`src/rtl/fetch_sequencer.sv`:
```
// Instruction-fetch sequencer: walks the PC through a combinational word-indexed
// instruction memory and buffers {pc, word} pairs in a small FIFO for decode.
// Latency: first inst_valid two edges after enable_i is sampled high.
// Backpressure: inst_ready low fills the buffer, and fetch_pc then holds.
module fetch_sequencer #(
  parameter logic [31:0] RESET_PC   = 32'h0000_0004,
  parameter int          IMEM_DEPTH = 32,
  parameter int          BUF_DEPTH  = 2
) (
  input  logic        clk,
  input  logic        rst_n,
  input  logic        enable_i,
  input  logic        redirect_valid,
  input  logic [31:0] redirect_pc,
  output logic [31:0] imem_addr,
  input  logic [31:0] imem_data,
  output logic        inst_valid,
  input  logic        inst_ready,
  output logic [31:0] inst_pc,
  output logic [31:0] inst_word,
  output logic        halted,
  output logic        fetch_fault
);

  localparam int          CW         = $clog2(BUF_DEPTH + 1);
  localparam logic [CW-1:0] BUF_FULL = CW'(BUF_DEPTH);
  localparam logic [31:0] IMEM_LIMIT = 32'(IMEM_DEPTH);

  typedef enum logic [1:0] {S_IDLE, S_RUN, S_HALT} state_t;

  typedef struct packed {
    logic [31:0] pc;
    logic [31:0] word;
  } entry_t;

  state_t        state_q, state_d;
  logic [31:0]   fetch_pc_q, fetch_pc_d;
  logic [CW-1:0] count_q, count_d;
  logic          halted_q, halted_d;
  logic          fault_q, fault_d;
  entry_t        fb_q [BUF_DEPTH];
  entry_t        fb_d [BUF_DEPTH];

  logic pop;
  logic addr_ok;
  logic attempt;
  logic push;

  // Handshake and fetch-eligibility decode; a full buffer still accepts a fetch when the head pops.
  always_comb begin
    pop     = (count_q != '0) & inst_ready;
    addr_ok = (fetch_pc_q[1:0] == 2'b00) && ((fetch_pc_q >> 2) < IMEM_LIMIT);
    attempt = (state_q == S_RUN) & enable_i & ~redirect_valid & ((count_q < BUF_FULL) | pop);
    push    = attempt & addr_ok & (imem_data != '0);
  end

  // Fetch buffer as a shift FIFO: entry 0 is always the head, vacated slots are zeroed.
  always_comb begin
    fb_d    = fb_q;
    count_d = count_q;
    if (redirect_valid) begin
      for (int i = 0; i < BUF_DEPTH; i++) fb_d[i] = '0;
      count_d = '0;
    end else begin
      if (pop) begin
        for (int i = 0; i < BUF_DEPTH - 1; i++) fb_d[i] = fb_q[i+1];
        fb_d[BUF_DEPTH-1] = '0;
        count_d = count_q - CW'(1);
      end
      if (push) begin
        for (int i = 0; i < BUF_DEPTH; i++) begin
          if (CW'(i) == count_d) fb_d[i] = '{pc: fetch_pc_q, word: imem_data};
        end
        count_d = count_d + CW'(1);
      end
    end
  end

  // Sequencing control: redirect overrides everything, HALT only leaves via redirect or reset.
  always_comb begin
    state_d    = state_q;
    fetch_pc_d = fetch_pc_q;
    halted_d   = halted_q;
    fault_d    = fault_q;
    if (redirect_valid) begin
      state_d    = S_RUN;
      fetch_pc_d = redirect_pc;
      halted_d   = 1'b0;
      fault_d    = 1'b0;
    end else begin
      case (state_q)
        S_IDLE: if (enable_i) state_d = S_RUN;
        S_RUN: begin
          if (attempt) begin
            if (!addr_ok) begin
              state_d  = S_HALT;
              halted_d = 1'b1;
              fault_d  = 1'b1;
            end else if (imem_data == '0) begin
              state_d  = S_HALT;
              halted_d = 1'b1;
            end else begin
              fetch_pc_d = fetch_pc_q + 32'd4;
            end
          end
        end
        S_HALT:  state_d = S_HALT;
        default: state_d = S_IDLE;
      endcase
    end
  end

  // State, PC, flags and buffer registers; reset empties the buffer immediately.
  always_ff @(posedge clk or negedge rst_n) begin
    if (!rst_n) begin
      state_q    <= S_IDLE;
      fetch_pc_q <= RESET_PC;
      count_q    <= '0;
      halted_q   <= 1'b0;
      fault_q    <= 1'b0;
      for (int i = 0; i < BUF_DEPTH; i++) fb_q[i] <= '0;
    end else begin
      state_q    <= state_d;
      fetch_pc_q <= fetch_pc_d;
      count_q    <= count_d;
      halted_q   <= halted_d;
      fault_q    <= fault_d;
      for (int i = 0; i < BUF_DEPTH; i++) fb_q[i] <= fb_d[i];
    end
  end

  assign imem_addr   = fetch_pc_q;
  assign inst_valid  = (count_q != '0);
  assign inst_pc     = fb_q[0].pc;
  assign inst_word   = fb_q[0].word;
  assign halted      = halted_q;
  assign fetch_fault = fault_q;

endmodule
```
`config.mk`:
```
export PLATFORM = sky130hd
export DESIGN_NAME = fetch_sequencer
export DESIGN_NICKNAME = d
export VERILOG_FILES = /design/src/rtl/fetch_sequencer.sv
export SDC_FILE = /design/constraint.sdc
export NUM_CORES = 1
export LEC_CHECK = 0
export CORE_AREA = 8 8 171 173
export DETAILED_ROUTE_END_ITERATION = 12
export DIE_AREA = 0 0 179 181
export SYNTH_ARGS = -nofsm -noshare
export SYNTH_HDL_FRONTEND = slang
export SYNTH_SLANG_ARGS = --single-unit
```
`constraint.sdc`:
```
create_clock -name clk -period 2.37 [get_ports clk]
set_input_delay 0.711 -clock clk [delete_from_list [all_inputs] [get_ports clk]]
set_output_delay 0.711 -clock clk [all_outputs]
set_load 0.01 [all_outputs]
```
Yosys cells after proc, flatten, opt, wreduce, memory -nomap -nowiden
Index checks and enable logic that the tools add are counted.

storage, ports and cells
  register bits after elaboration = 166
  bits of input ports = 69
  output and inout port bits = 99

operators by class
  add/subtract/negate cells = 3
  order comparisons = 2
  equality and inequality tests = 9
  muxes and demuxes = 29
  bitwise logic cells = 8
  reductions and logical operators = 14

operators by type and width
  kind                                                                            count
  128-bit two-way mux                                                             3
  32-bit two-way mux                                                              5
  64-bit two-way mux                                                              2
  32-bit by 3-bit adder with 32-bit output (second input constant)                1
  32-bit logical NOT                                                              1
  32-bit nonzero test                                                             1
  30-bit by 6-bit less-than comparator with 1-bit output (second input constant)  1
  2-bit two-way mux                                                               9
  1-bit two-way mux                                                               9
  3-bit AND reduction                                                             3
  2-bit nonzero test                                                              4
  1-bit bitwise AND                                                               6
  2-bit logical NOT                                                               3
  3-bit != test (second input constant)                                           2
  2-bit case mux with 3 select lines                                              1
  2-bit != test (second input constant)                                           2
  4-bit by 3-bit != test with 1-bit output (second input constant)                1
  4-bit AND reduction                                                             1
  3-bit by 2-bit != test with 1-bit output (second input constant)                1
  2-bit by 1-bit adder with 2-bit output (second input constant)                  1
  1-bit by 2-bit equality test with 1-bit output (first input constant)           1
  2-bit by 1-bit equality test with 1-bit output (second input constant)          1
  2-bit equality test (second input constant)                                     1
  2-bit less-than comparator (second input constant)                              1
  4 further kinds                                                                 4

Longest topological paths before layout
  word-level depth = 8
  mapped depth = 14

Worst setup path before layout
No wires, ideal clock.

  kind = input to register
  from = input inst_ready
  to = register inst_word[10] (netlist name)
  arrival = 2.582 ns
  required time = 2.276 ns
  setup slack = -0.306 ns
  cell stages on the path = 11
  path buffers = 4
  cells stage by stage = nor2b_1 -> buf_2 -> buf_2 -> xnor2_1 -> ha_1 -> nor2b_1 -> o2111ai_1 -> a2111o_1 -> buf_2 -> clkbuf_1 -> a211oi_1

RTL lines
  element      line  RTL
  from (decl)  18    input logic inst_ready,

==> flow_metrics.tcl <==
set metrics [dict create \
    status "complete, but fails checks" \
    violations "setup timing" \
    grt_use_total 0.1353 \
    drc 0 \
    routedWlPerCell_um 17.93 \
    drive_above_1_share 0.2173 \
    r2r_cells 13 \
    setup_viol 37 \
    nets 973 \
    fin_crit_ns 2.544 \
    worstMarginPinSlew_ns 0.5220 \
    root_buffer "clkbuf_16" \
    cts_sinks 166 \
    ir_worst_vdd_mv 0.4323 \
    cts_tree "done" \
    drt_iter0_drc 386 \
    core_area_mm2 0.02650 \
    max-clock-path-buffers 2 \
    yosysWarnings 0 \
    syn_inst 742 \
    grt.overflow.total 0 \
    antenna_found_initial 0 \
    hold_class "in2async" \
    maxSlewViolCount 0 \
    routed_wl_um 22440 \
    place_hpwl_um 14770 \
    synthArstFlopShare 1.000 \
    synth-edff-count 0 \
    port_buffers 167 \
    clkTransAtPathRegs_ns 0.07 \
    grt_pass1_wl_um 34810 \
    vias 6020 \
    clock_skew_ns 0.01676 \
    period_share 1.073 \
    power.total_mw 7.059 \
    dp.cells 1202 \
    place_congestion 0.7223 \
    num_rows 60 \
    ys.flop_type "dfrtp_1" \
    cap_violations 0 \
    synth.area.top_cells "dfrtp_1, buf_4, mux2i_1" \
    fillers 2493 \
    crit_type "reg2reg" \
    finalHoldViolCount 0 \
    reg2reg_to "inst_word[5]" \
    crit_path_start_kind "register" \
    regToRegSetupSlack_ns -0.17 \
    die_y_um 181 \
    yosysSeqAreaShare 0.5324 \
    syn_area_mm2 0.007805 \
    n_antenna_cell 0 \
    fmax_ghz 0.3931 \
    multiInputGateArea_mm2 0.003093 \
    syn_area_per_cell_um2 10.52 \
    grt_max_degree 78 \
    ant_nets 0 \
    vias_per_cell 4.808 \
    die_w_um 179 \
    final_common_cell "dfrtp_1" \
    hold_buffers 0 \
    cts_made_buffers 17 \
    dieArea_mm2 0.03240 \
    areaGrowthSynthToFinish_pct 42.27 \
    initial_core_util 0.2945 \
    cp_max_fo 18 \
    p_leak_nw 5.147 \
    synth_top_cell_by_area "dfrtp_1" \
    mostFrequentLayoutCells "dfrtp_1, clkdlybuf4s50_1, nand2_1" \
    dr.pass1.iters 4 \
    ys_types 42 \
    ff_latch_area_mm2 0.004155 \
    endpoint_kind "register" \
    insertion_delay_ns 0.42 \
    powerDensity_mw_per_mm2 635.7 \
    first_global_vias 6166 \
    worstReg2RegStart "count_q[1]" \
    cp_data_required_time_ns 2.65 \
    fin_cells 1252 \
    relSlewSlack 0.6520 \
    cp_data_arrival_time_ns 2.82 \
    synth_top_area_frac 0.5290 \
    ys_ff_latch 166 \
    h-tree-depth 4 \
    rsz0062_at_grt "true" \
    syn-num-nets 817 \
    design.portCount 168 \
    setup_slack_ns -0.1741 \
]
flip-flops by register name, summed over array words and instances (netlist names):
name,count
fetch_fault,1
inst_pc,32
halted,1
fb_q,64
inst_word,32
count_q,2
imem_addr,32
state_q,2
stage by stage:
| step | setup slack (ns) | area (um2) | utilization | hold WS (ns) | TNS (ns) |
|---|---|---|---|---|---|
| after floorplan | -0.1529 | 7839 | - | 0.4154 | -4.931 |
| after global placement | -0.6522 | 9956 | 0.3757 | 0.4896 | -78.44 |
| after detailed placement | -0.6633 | 9956 | 0.3757 | 0.4959 | -78.80 |
| after CTS | -0.1165 | 10830 | 0.4087 | 0.1043 | -2.949 |
| after global routing | -0.3057 | 11100 | 0.4190 | 0.1039 | -9.364 |
| final | -0.1741 | 11100 | 0.4190 | 0.1217 | -4.295 |
metal layers:
layer | vias to the layer above | GRT usage | wire [um]
met5 | - | 0 | 0
met4 | 0 | 0.04069 | 288
met3 | 19 | 0.03232 | 1118
met2 | 144 | 0.2215 | 11030
met1 | 2974 | 0.1730 | 10010
li1 | 2883 | - | -
worst max-delay path: stages (launching register included):
cell and delay (ns):
dfrtp_1 0.37, inv_2 0.06, ha_4 0.16, buf_6 0.11, nor2b_4 0.13, xnor2_2 0.13
ha_2 0.21, nor2b_4 0.13, o2111ai_2 0.12, a2111o_2 0.43, buf_12 0.18, buf_16 0.16
nor2_1 0.14, a211oi_2 0.06
Yosys cell counts, types with 2 or more instances:
library cell / n
a211oi_1: 40
a21oi_1: 67
a31o_2: 2
a31oi_1: 2
a41o_1: 35
and2_1: 2
and3_1: 28
and4_1: 2
buf_1: 3
buf_2: 12
buf_4: 68
clkbuf_1: 40
dfrtp_1: 165
ha_1: 6
inv_1: 9
mux2_2: 26
mux2i_1: 42
nand2_1: 100
nand3_1: 2
nand4_1: 2
nor2_1: 47
nor2b_1: 4
nor3_1: 2
nor4_1: 14
o21ai_0: 3
xnor2_1: 3
how the worst max path moves through the flow:
stage                       start             to  slack, ns  cells past startpoint
finish                 count_q[1]   inst_word[5]      -0.17                     13
global route           count_q[1]   inst_word[6]      -0.31                     13
CTS                    count_q[1]  inst_word[14]      -0.12                     12
detailed placement  imem_data[16]   imem_addr[4]      -0.66                      8
global placement    imem_data[16]   imem_addr[4]      -0.65                      8
floorplan              inst_ready  inst_word[10]      -0.15                     11
layout make-up:
cell class                 count  area share
sequential                   166      0.3742
multi-input combinational    442      0.2785
timing repair buffer         261      0.2522
tap                          341     0.03842
clock buffer                  17     0.03831
clock inverter                15     0.01499
inverter                      10    0.003380
report_power, final:
group | total [mW] | leakage, nW | internal (mW) | switching (mW)
sequential | 2.98 | 2.24 | 2.91 | 0.0705
combinational | 1.25 | 2.63 | 0.636 | 0.614
clock | 2.83 | 0.281 | 1.58 | 1.25
cells by family (layout without fill, tap and decap cells):
group                    count (synthesis)  count (layout)  share of synthesized area
AND/OR/NAND/NOR                        205             205                     0.1172
flip-flops                             166             166                     0.5324
AO/OA/AOI/OAI                          160             160                     0.1460
buffers and inverters                  134             303                     0.1000
multiplexers                            68              68                    0.09137
adder cells (fa/ha/maj)                  6               6                   0.009618
XOR/XNOR                                 3               3                   0.003367
what timing repair did:
item,in CTS,in global routing
setup buffers,6,4
setup endpoints to repair,135,119
resized for setup,31,44
pin swaps,3,8
gates cloned,5,3
Power figures use the tool's default switching activity.
